===== config.mk =====
export PLATFORM = sky130hd
export DESIGN_NAME = solar_adc_scheduler_flat
export DESIGN_NICKNAME = d
export VERILOG_FILES = /design/src/rtl/solar_pkg.sv /design/src/rtl/solar_adc_if.sv /design/src/rtl/solar_period_timer.sv /design/src/rtl/solar_adc_scheduler.sv /design/src/flat_wrapper.sv
export SDC_FILE = /design/constraint.sdc
export NUM_CORES = 1
export LEC_CHECK = 0
export CELL_PAD_IN_SITES_DETAIL_PLACEMENT = 0
export CELL_PAD_IN_SITES_GLOBAL_PLACEMENT = 2
export CORE_MARGIN = 1.5
export CORE_UTILIZATION = 34
export CTS_CLUSTER_SIZE = 14
export DETAILED_ROUTE_END_ITERATION = 10
export PLACE_DENSITY_LB_ADDON = 0.1
export SLEW_MARGIN = 20
export SYNTH_ARGS = -nofsm -noshare
export SYNTH_HDL_FRONTEND = slang
export SYNTH_SLANG_ARGS = --single-unit

===== constraint.sdc =====
create_clock -name wb_clk_i -period 2.15 [get_ports wb_clk_i]
set_input_delay 0.5375 -clock wb_clk_i [delete_from_list [all_inputs] [get_ports wb_clk_i]]
set_output_delay 0.5375 -clock wb_clk_i [all_outputs]
set_load 0.02 [all_outputs]

===== src/rtl/solar_pkg.sv =====
`default_nettype none
// ---------------------------------------------------------------------------
// solar_pkg : shared FSM state type, default sizes and channel names
// Rev 1.0
// ---------------------------------------------------------------------------
package solar_pkg;

  localparam int SOLAR_NUM_CH     = 4;
  localparam int SOLAR_DATA_W     = 12;
  localparam int SOLAR_SETTLE_CYC = 8;

  localparam int CH_VPANEL = 0;
  localparam int CH_IPANEL = 1;
  localparam int CH_TEMP   = 2;
  localparam int CH_IRR    = 3;

  typedef enum logic [2:0] {
    S_IDLE      = 3'd0,
    S_WAIT_TICK = 3'd1,
    S_SETTLE    = 3'd2,
    S_CONVERT   = 3'd3,
    S_STORE     = 3'd4,
    S_NEXT      = 3'd5
  } sched_state_t;

endpackage
`default_nettype wire


===== src/rtl/solar_adc_if.sv =====
`default_nettype none
// ---------------------------------------------------------------------------
// solar_adc_if : channel select and req/ack conversion handshake to the ADC
// Rev 1.0
// ---------------------------------------------------------------------------
interface solar_adc_if #(
  parameter int CH_W   = 2,
  parameter int DATA_W = 12
);
  logic [CH_W-1:0]   adc_ch_o;
  logic              adc_req_o;
  logic              adc_ack_i;
  logic [DATA_W-1:0] adc_data_i;

  modport master (output adc_ch_o, adc_req_o, input adc_ack_i, adc_data_i);
  modport slave  (input adc_ch_o, adc_req_o, output adc_ack_i, adc_data_i);
endinterface
`default_nettype wire


===== src/rtl/solar_period_timer.sv =====
`default_nettype none
// ---------------------------------------------------------------------------
// solar_period_timer : reloadable down-counter producing the sweep tick
// Rev 1.0
// ---------------------------------------------------------------------------
module solar_period_timer #(
  parameter int PERIOD_W = 16
) (
  input  logic                clk,
  input  logic                rst_n,
  input  logic                load,
  input  logic                run,
  input  logic [PERIOD_W-1:0] period,
  output logic                tick
);
  logic [PERIOD_W-1:0] cnt;

  // A zero count ticks in the same cycle, so period 0 ticks every cycle.
  assign tick = run && (cnt == '0);

  always_ff @(posedge clk or negedge rst_n) begin
    if (!rst_n) begin
      cnt <= '0;
    end else if (load) begin
      cnt <= period;
    end else if (run) begin
      if (cnt == '0) cnt <= period;
      else           cnt <= cnt - 1'b1;
    end
  end
endmodule
`default_nettype wire


===== src/rtl/solar_adc_scheduler.sv =====
`default_nettype none
// ---------------------------------------------------------------------------
// solar_adc_scheduler : periodic sweep of masked sense channels through the
// shared ADC. Macro SOLAR_ADC_TIMEOUT_EN adds an ack timeout.   Rev 1.0
// ---------------------------------------------------------------------------
module solar_adc_scheduler
  import solar_pkg::*;
#(
  parameter int  NUM_CH      = SOLAR_NUM_CH,
  parameter int  DATA_W      = SOLAR_DATA_W,
  parameter int  SETTLE_CYC  = SOLAR_SETTLE_CYC,
  parameter int  PERIOD_W    = 16,
  parameter int  TIMEOUT_CYC = 255,
  localparam int CH_W        = (NUM_CH > 1) ? $clog2(NUM_CH) : 1
) (
  input  logic                wb_clk_i,
  input  logic                wb_rst_n,
  input  logic                enable_i,
  input  logic [PERIOD_W-1:0] period_i,
  input  logic [NUM_CH-1:0]   ch_mask_i,
  input  logic                clr_i,
  solar_adc_if.master         adc,
  output logic                sample_valid_o,
  output logic [CH_W-1:0]     sample_ch_o,
  output logic [DATA_W-1:0]   sample_data_o,
  input  logic [CH_W-1:0]     rd_ch_i,
  output logic [DATA_W-1:0]   rd_data_o,
  output logic                sweep_done_o,
  output logic                busy_o,
  output logic                overrun_o,
  output logic                timeout_err_o
);
  localparam int SET_W = $clog2(SETTLE_CYC + 1);

  sched_state_t      state, state_n;
  logic              tick, timer_load, timer_run;
  logic [NUM_CH-1:0] pending;
  logic [CH_W-1:0]   cur_ch, next_ch;
  logic              found;
  logic [SET_W-1:0]  settle_cnt;
  logic              settle_last;
  logic              req;
  logic              to_last;
  logic [DATA_W-1:0] data_lat;
  logic [DATA_W-1:0] results [NUM_CH];
  logic              sweep_start, sel, conv_start, capture, store, done, to_abort;

  assign timer_load = (state == S_IDLE) && enable_i;
  assign timer_run  = (state != S_IDLE);

  solar_period_timer #(.PERIOD_W(PERIOD_W)) u_timer (
    .clk    (wb_clk_i),
    .rst_n  (wb_rst_n),
    .load   (timer_load),
    .run    (timer_run),
    .period (period_i),
    .tick   (tick)
  );

  // Lowest still-pending channel of the latched sweep mask.
  always_comb begin
    found   = 1'b0;
    next_ch = '0;
    for (int i = NUM_CH - 1; i >= 0; i--) begin
      if (pending[i]) begin
        found   = 1'b1;
        next_ch = CH_W'(i);
      end
    end
  end

  assign settle_last = (settle_cnt == SET_W'(SETTLE_CYC - 1));

`ifdef SOLAR_ADC_TIMEOUT_EN
  localparam int TO_W = $clog2(TIMEOUT_CYC + 1);
  logic [TO_W-1:0] to_cnt;

  assign to_last = (to_cnt == TO_W'(TIMEOUT_CYC - 1));

  always_ff @(posedge wb_clk_i or negedge wb_rst_n) begin
    if (!wb_rst_n)               to_cnt <= '0;
    else if (conv_start)         to_cnt <= '0;
    else if (state == S_CONVERT) to_cnt <= to_cnt + 1'b1;
  end

  always_ff @(posedge wb_clk_i or negedge wb_rst_n) begin
    if (!wb_rst_n)     timeout_err_o <= 1'b0;
    else if (to_abort) timeout_err_o <= 1'b1;
    else if (clr_i)    timeout_err_o <= 1'b0;
  end
`else
  logic unused_timeout;
  assign unused_timeout = (TIMEOUT_CYC == 0);
  assign to_last        = 1'b0;
  assign timeout_err_o  = 1'b0;
`endif

  always_ff @(posedge wb_clk_i or negedge wb_rst_n) begin
    if (!wb_rst_n) state <= S_IDLE;
    else           state <= state_n;
  end

  always_comb begin
    state_n     = state;
    sweep_start = 1'b0;
    sel         = 1'b0;
    conv_start  = 1'b0;
    capture     = 1'b0;
    store       = 1'b0;
    done        = 1'b0;
    to_abort    = 1'b0;
    case (state)
      S_IDLE: begin
        if (enable_i) state_n = S_WAIT_TICK;
      end
      S_WAIT_TICK: begin
        if (!enable_i) begin
          state_n = S_IDLE;
        end else if (tick) begin
          sweep_start = 1'b1;
          state_n     = S_NEXT;
        end
      end
      S_NEXT: begin
        if (!enable_i) begin
          state_n = S_IDLE;
        end else if (found) begin
          sel     = 1'b1;
          state_n = S_SETTLE;
        end else begin
          done    = 1'b1;
          state_n = S_WAIT_TICK;
        end
      end
      S_SETTLE: begin
        if (!enable_i) begin
          state_n = S_IDLE;
        end else if (settle_last) begin
          conv_start = 1'b1;
          state_n    = S_CONVERT;
        end
      end
      // A started handshake is always allowed to finish, even when disabled.
      S_CONVERT: begin
        if (adc.adc_ack_i) begin
          capture = 1'b1;
          state_n = S_STORE;
        end else if (to_last) begin
          to_abort = 1'b1;
          state_n  = enable_i ? S_NEXT : S_IDLE;
        end
      end
      S_STORE: begin
        store   = 1'b1;
        state_n = enable_i ? S_NEXT : S_IDLE;
      end
      default: state_n = S_IDLE;
    endcase
  end

  always_ff @(posedge wb_clk_i or negedge wb_rst_n) begin
    if (!wb_rst_n) begin
      pending        <= '0;
      cur_ch         <= '0;
      settle_cnt     <= '0;
      req            <= 1'b0;
      data_lat       <= '0;
      sample_valid_o <= 1'b0;
      sample_ch_o    <= '0;
      sample_data_o  <= '0;
      sweep_done_o   <= 1'b0;
      busy_o         <= 1'b0;
      overrun_o      <= 1'b0;
    end else begin
      sample_valid_o <= store;
      sweep_done_o   <= done;

      if (sweep_start) begin
        pending <= ch_mask_i;
      end else if (sel) begin
        pending <= pending & ~(NUM_CH'(1) << next_ch);
      end

      if (sel) begin
        cur_ch     <= next_ch;
        settle_cnt <= '0;
      end else if (state == S_SETTLE) begin
        settle_cnt <= settle_cnt + 1'b1;
      end

      if (conv_start)              req <= 1'b1;
      else if (capture || to_abort) req <= 1'b0;

      if (capture) data_lat <= adc.adc_data_i;

      if (store) begin
        sample_ch_o   <= cur_ch;
        sample_data_o <= data_lat;
      end

      if (sweep_start)                      busy_o <= 1'b1;
      else if (done || state_n == S_IDLE)   busy_o <= 1'b0;

      if (tick && busy_o) overrun_o <= 1'b1;
      else if (clr_i)     overrun_o <= 1'b0;
    end
  end

  always_ff @(posedge wb_clk_i or negedge wb_rst_n) begin
    if (!wb_rst_n) begin
      for (int i = 0; i < NUM_CH; i++) results[i] <= '0;
    end else if (store) begin
      results[cur_ch] <= data_lat;
    end
  end

  assign rd_data_o      = results[rd_ch_i];
  assign adc.adc_ch_o   = cur_ch;
  assign adc.adc_req_o  = req;
endmodule
`default_nettype wire


===== src/flat_wrapper.sv =====
// flat-port wrapper written by rule: the top's interface ports become plain ports
module solar_adc_scheduler_flat import solar_pkg::*;
#(
  parameter int  NUM_CH      = SOLAR_NUM_CH,
  parameter int  DATA_W      = SOLAR_DATA_W,
  parameter int  SETTLE_CYC  = SOLAR_SETTLE_CYC,
  parameter int  PERIOD_W    = 16,
  parameter int  TIMEOUT_CYC = 255,
  localparam int CH_W        = (NUM_CH > 1) ? $clog2(NUM_CH) : 1
)
  (wb_clk_i, wb_rst_n, enable_i, period_i, ch_mask_i, clr_i, sample_valid_o, sample_ch_o, sample_data_o, rd_ch_i, rd_data_o, sweep_done_o, busy_o, overrun_o, timeout_err_o, adc_adc_ch_o, adc_adc_req_o, adc_adc_ack_i, adc_adc_data_i);
  solar_adc_if #(.CH_W((2)), .DATA_W(DATA_W)) adc_i ();
  input  logic wb_clk_i;
  input  logic wb_rst_n;
  input  logic enable_i;
  input  logic [PERIOD_W-1:0] period_i;
  input  logic [NUM_CH-1:0] ch_mask_i;
  input  logic clr_i;
  output logic sample_valid_o;
  output logic [CH_W-1:0] sample_ch_o;
  output logic [DATA_W-1:0] sample_data_o;
  input  logic [CH_W-1:0] rd_ch_i;
  output logic [DATA_W-1:0] rd_data_o;
  output logic sweep_done_o;
  output logic busy_o;
  output logic overrun_o;
  output logic timeout_err_o;
  output wire logic [$bits(adc_i.adc_ch_o)-1:0] adc_adc_ch_o;
  output wire logic [$bits(adc_i.adc_req_o)-1:0] adc_adc_req_o;
  input wire logic [$bits(adc_i.adc_ack_i)-1:0] adc_adc_ack_i;
  input wire logic [$bits(adc_i.adc_data_i)-1:0] adc_adc_data_i;
  assign adc_adc_ch_o = adc_i.adc_ch_o;
  assign adc_adc_req_o = adc_i.adc_req_o;
  assign adc_i.adc_ack_i = adc_adc_ack_i;
  assign adc_i.adc_data_i = adc_adc_data_i;
  solar_adc_scheduler #(.NUM_CH(NUM_CH), .DATA_W(DATA_W), .SETTLE_CYC(SETTLE_CYC), .PERIOD_W(PERIOD_W), .TIMEOUT_CYC(TIMEOUT_CYC)) u_core (.wb_clk_i(wb_clk_i), .wb_rst_n(wb_rst_n), .enable_i(enable_i), .period_i(period_i), .ch_mask_i(ch_mask_i), .clr_i(clr_i), .adc(adc_i), .sample_valid_o(sample_valid_o), .sample_ch_o(sample_ch_o), .sample_data_o(sample_data_o), .rd_ch_i(rd_ch_i), .rd_data_o(rd_data_o), .sweep_done_o(sweep_done_o), .busy_o(busy_o), .overrun_o(overrun_o), .timeout_err_o(timeout_err_o));
endmodule

Yosys cells after proc, flatten, opt, wreduce, memory -nomap -nowiden --
Index checks and enable logic that the tools add are counted.
Cells by class: eq/ne operators 6, div/mod/pow operators 0, multiply operators 0, order comparisons 3, bitwise logic cells 4, muxes and demuxes 52, reduce and logical (&&, ||, !) cells 15, shift-type cells 1, $add $sub $neg 2
Operator list (number):
- $bwmux W48 | 1
- $mux W16 | 3
- $mux W12 | 3
- $mux W1 | 25
- $bmux W12 S2 | 1
- $demux W12 S2 | 1
- $mux W3 | 8
- $pmux W3 S6 | 1
- $logic_not A16 Y1 | 1
- $mux W4 | 4
- $sub A16 B1 Y16 const B | 1
- $reduce_bool A2 Y1 | 6
- $mux W2 | 5
- $eq A3 B2 Y1 const B | 2
- $eq A3 B3 Y1 const B | 2
- $ge A3 B3 Y1 const B | 2
- $logic_not A3 Y1 | 2
- $not A2 Y3 | 2
- $add A4 B1 Y4 const B | 1
- $and A4 B4 Y4 | 1
- $eq A4 B3 Y1 const B | 1
- $logic_and A1 B1 Y1 | 4
- $not A4 Y4 | 1
- $shl A1 B2 Y4 const A | 1
- other kinds (4) | 4
Storage, ports and cells: bits in latches 0, memory bits (writable) 0, memories 0, memory bits (read-only) 0, bits in registers 108, logic and storage cells 100, output and inout port bits 34

Logic depth before layout (Yosys ltp) --
depth in word-level cells 11, depth in mapped cells 7, gate-level depth less buffers 7

Cells and area by module --
From an unflattened synthesis, not the netlist that was laid out.
Unflattened totals: cell total of the unflattened synthesis 399, area, all modules 5092.4 um2
By module, submodules not included:
- solar_adc_scheduler | instances 1, cells each 262, area an instance 3912.5 um2
- solar_period_timer | instances 1, cells each 137, area an instance 1179.9 um2

Worst setup path before layout --
No wires, ideal clock.
path kind input to output, start point in rd_ch_i[0], end point out rd_data_o[10], required time 1.612 ns, stages on the path 2, setup slack 0.197 ns, arrival 1.415 ns, path buffers 1, cell sequence buf_2 mux4_2
Between the ends: word-level cells in the longest chain between the ends 4
Ends and longest elaborated chain:
- start, declared | line flat_wrapper.sv:22 | input logic [CH_W-1:0] rd_ch_i;
- $not A2 Y3 (not written as such) | line solar_adc_scheduler.sv:217 | assign rd_data_o = results[rd_ch_i];
- $bmux W12 S2 | line solar_adc_scheduler.sv:217
- $mux W12 (not written as such) (2 in series) | line solar_adc_scheduler.sv:217
- end, declared | line flat_wrapper.sv:23 | output logic [DATA_W-1:0] rd_data_o;
Every way passes these cells. The select of a mux whose other input is x is not followed.

Worst setup path in the final report --
start point in rd_ch_i[0], end point out rd_data_o[2]
Same word-level chain as after synthesis.

==> impl_metrics.toml <==
[run_status]
status = "complete, no violations"

[grt]
met2_usage = 0.258
grt_max_degree = 39
grt_use_total = 0.168
grt_overflow = 0
grt_pass1_wl_um = 20400
use_met3 = 0.0481
grt_pass1_vias = 3812
busiest_layer = "met2"
grt.met1_usage = 0.233
antenna_found_initial = 0

[critical_path]
cp-startpoint = "rd_ch_i[0]"
crit_path_end_kind = "output pin"
arrival_ns = 1.58
crit_chain = "buf_2 -> buf_12 -> mux4_2 -> buf_2"
cpMostUsedCell = "buf_2"
r2r_start = "u_core.u_timer.cnt[13]$_DFFE_PN0P_"
worst-path-max-fanout = 6
critPathSlowestCell = "mux4_2"
required_ns = 1.61
crit_type = "input pin to output pin"
max_stage_delay_ns = 0.51
cp-start-kind = "input pin"

[timing]
max_slew_margin = 0.660
worst_pin_slew_ns = 0.506
period_minus_slack_ns = 2.11
skew_ns = 0.00664
period_share = 0.983
setup_viol = 0
hold_viol = 0
rsz0062_at_grt = "false"
max_freq_ghz = 0.473
maxSlewViolCount = 0

[logic_synthesis]
async_reset_ff_frac = 1.00
synth-main-ff-cell = "dfrtp_1"
yosysSeqAreaShare = 0.539
synth_cell_types = 55
yosys-top-cells-area = "dfrtp_1 54%, mux2_2 17%, mux4_2 5.4%, mux2i_1 1.8%, nand2_1 1.5%"
synth_seq_cells = 108
synth_edf_count = 0
avgSynthCellArea_um2 = 12.6
synth_nets = 441
netlist_instances = 399
synth_area_um2 = 5010
synth_top_area_frac = 0.539
synth_top_area_cell = "dfrtp_1"
yosys_warnings = 0

[min_path]
holdCritPathClass = "input pin to asynchronous set/reset pin"

[die]
ios = 73
die_w_um = 124
die-area_um2 = 15500
initial_core_util = 0.346
core_um2 = 14500
core.rowCount = 44
die_h_um = 124

[detailed_routing]
routed_wl_um = 12100
drt_first_pass_iters = 4
avgRoutedWirePerCell_um = 17.3
drtIter0Drc = 151
drc_errors = 0
ant_nets = 0
vias = 3532
drt-vias-per-instance = 5.05

[power_and_ir_drop]
total_leakage_power_nw = 3.12
power_mw = 4.50
power_density_nw_per_um2 = 682
vdd.ir_drop.worst_uv = 421

[final_layout]
fillCellCount = 1347
layout-area-overhead-vs-synth_pct = 31.7
final_common_cell = "dfrtp_1"
antenna_cells = 0
multiInputGateArea_um2 = 2150
drive_gt1_frac = 0.344
layout.cells.non_filler = 699
mostFrequentLayoutCells = "108 x dfrtp_1, 74 x mux2_2, 56 x clkdlybuf4s50_1"
regArea_um2 = 2700
fin_nets = 552

[clock_network]
cts_max_level = 3
path_clk_slew_ns = 0.07
clockRootBuffer = "clkbuf_16"
clk-insertion-delay-late_ns = 0.35
cts.sink_count = 108
ctsHoldBuffers = 0
cts_buffers = 9
cts_tree = "built"
cts_buffer_depth = 2

[run]
drv_cap = 0

[placed_design]
dp.cells = 681
gp_congestion = 0.784
hpwl_um = 8260
portBuffers = 71
-- repair_timing --
action / 4_1_cts / 5_1_grt
setup buffers: 0 / 0
resized for setup: 56 / 1
gates cloned: 2 / 0
endpoints found under the hold margin: 0 / 0
endpoints found under the setup margin: 12 / 5
-- flip-flops by register name (all words and copies together), names as in the netlist --
register and flops:
u_core.sample_ch_o 2, u_core.settle_cnt 4, u_core.data_lat 12, u_core.sample_data_o 12, u_core.sweep_done_o 1, u_core.overrun_o 1, u_core.u_timer.cnt 16, u_core.results 48
u_core.state 3, u_core.adc.adc_ch_o 2, u_core.pending 4, u_core.busy_o 1, u_core.sample_valid_o 1, u_core.adc.adc_req_o 1
-- final timing paths --
kind / end / slack [ns] / cells after the start
min: u_core.u_timer.cnt[7]$_DFFE_PN0P_ / 0.02 / 1
max: rd_data_o[2] / 0.04 / 4
min reg2reg: u_core.adc.adc_req_o$_DFFE_PN0P_ / 0.50 / 1
max reg2reg: u_core.u_timer.cnt[13]$_DFFE_PN0P_ / 0.11 / 5
max in group asynchronous: u_core.sample_data_o[10]$_DFFE_PN0P_ / 1.59 / 2
min in group wb_clk_i: u_core.adc.adc_req_o$_DFFE_PN0P_ / 0.50 / 1
-- cell families after synthesis --
kind of cell             Yosys count  share of synthesized area
other                              1                   0.000748
buffers and inverters             36                     0.0324
AND/OR/NAND/NOR                   95                      0.101
XOR/XNOR                           3                    0.00524
AO/OA/AOI/OAI                     58                     0.0756
multiplexers                      95                      0.238
adder cells (fa/ha/maj)            3                    0.00749
flip-flops                       108                      0.539
-- stage by stage --
step	hold slack [ns]	worst slack [ns]	area (um^2)	utilization	TNS (ns)
floorplan	0.242	0.197	5010	-	0
global placement	0.396	-0.713	6300	0.435	-9.09
CTS	0.0108	0.000584	6610	0.457	0
finish	0.0157	0.0359	6610	0.456	0
global route	0.0143	0.00385	6610	0.456	0
detailed placement	0.396	-0.711	6300	0.435	-9.42
-- worst max-delay path, delay by kind of cell --
kind / cells / cell delay (ns)
buffers and inverters: 3 / 0.52
multiplexers: 1 / 0.51
-- cells in the mapped netlist (2+ instances only) --
master / n
buf_2: 7
or3_1: 4
ha_1: 3
nor2_1: 20
or4_1: 2
mux4_2: 12
a21o_1: 2
a22oi_1: 4
mux2_2: 74
buf_1: 3
a21oi_1: 11
inv_1: 16
clkbuf_1: 7
o21ai_0: 13
o211ai_1: 2
buf_6: 2
o221ai_1: 2
o21ai_1: 6
nand4_1: 3
nand3_1: 13
a311o_1: 2
mux2i_1: 9
nor4_1: 5
nor2b_1: 2
xnor2_1: 2
nand2b_1: 4
nand2_1: 20
nor3_1: 10
a211oi_1: 2
dfrtp_1: 108
a31oi_1: 3
nand3b_1: 2
o211a_1: 2
-- layer usage --
metal	up-vias	share of wire
met5	-	0
met1	1772	0.49
met4	0	0.014
met2	68	0.45
met3	13	0.043
li1	1679	-
-- cell type report --
type | count | area share
tap | 184 | 0.0349
multi-input combinational | 255 | 0.326
clock inverter | 5 | 0.0100
inverter | 16 | 0.00909
clock buffer | 11 | 0.0383
sequential | 108 | 0.409
timing repair buffer | 120 | 0.172
-- where the power goes --
part | internal [mW] | switching (mW) | leakage [nW]
sequential | 2.11 | 0.0895 | 1.45
combinational | 0.274 | 0.269 | 1.52
clock | 0.982 | 0.778 | 0.154
Note: power is estimated with default switching activity, not from simulation.
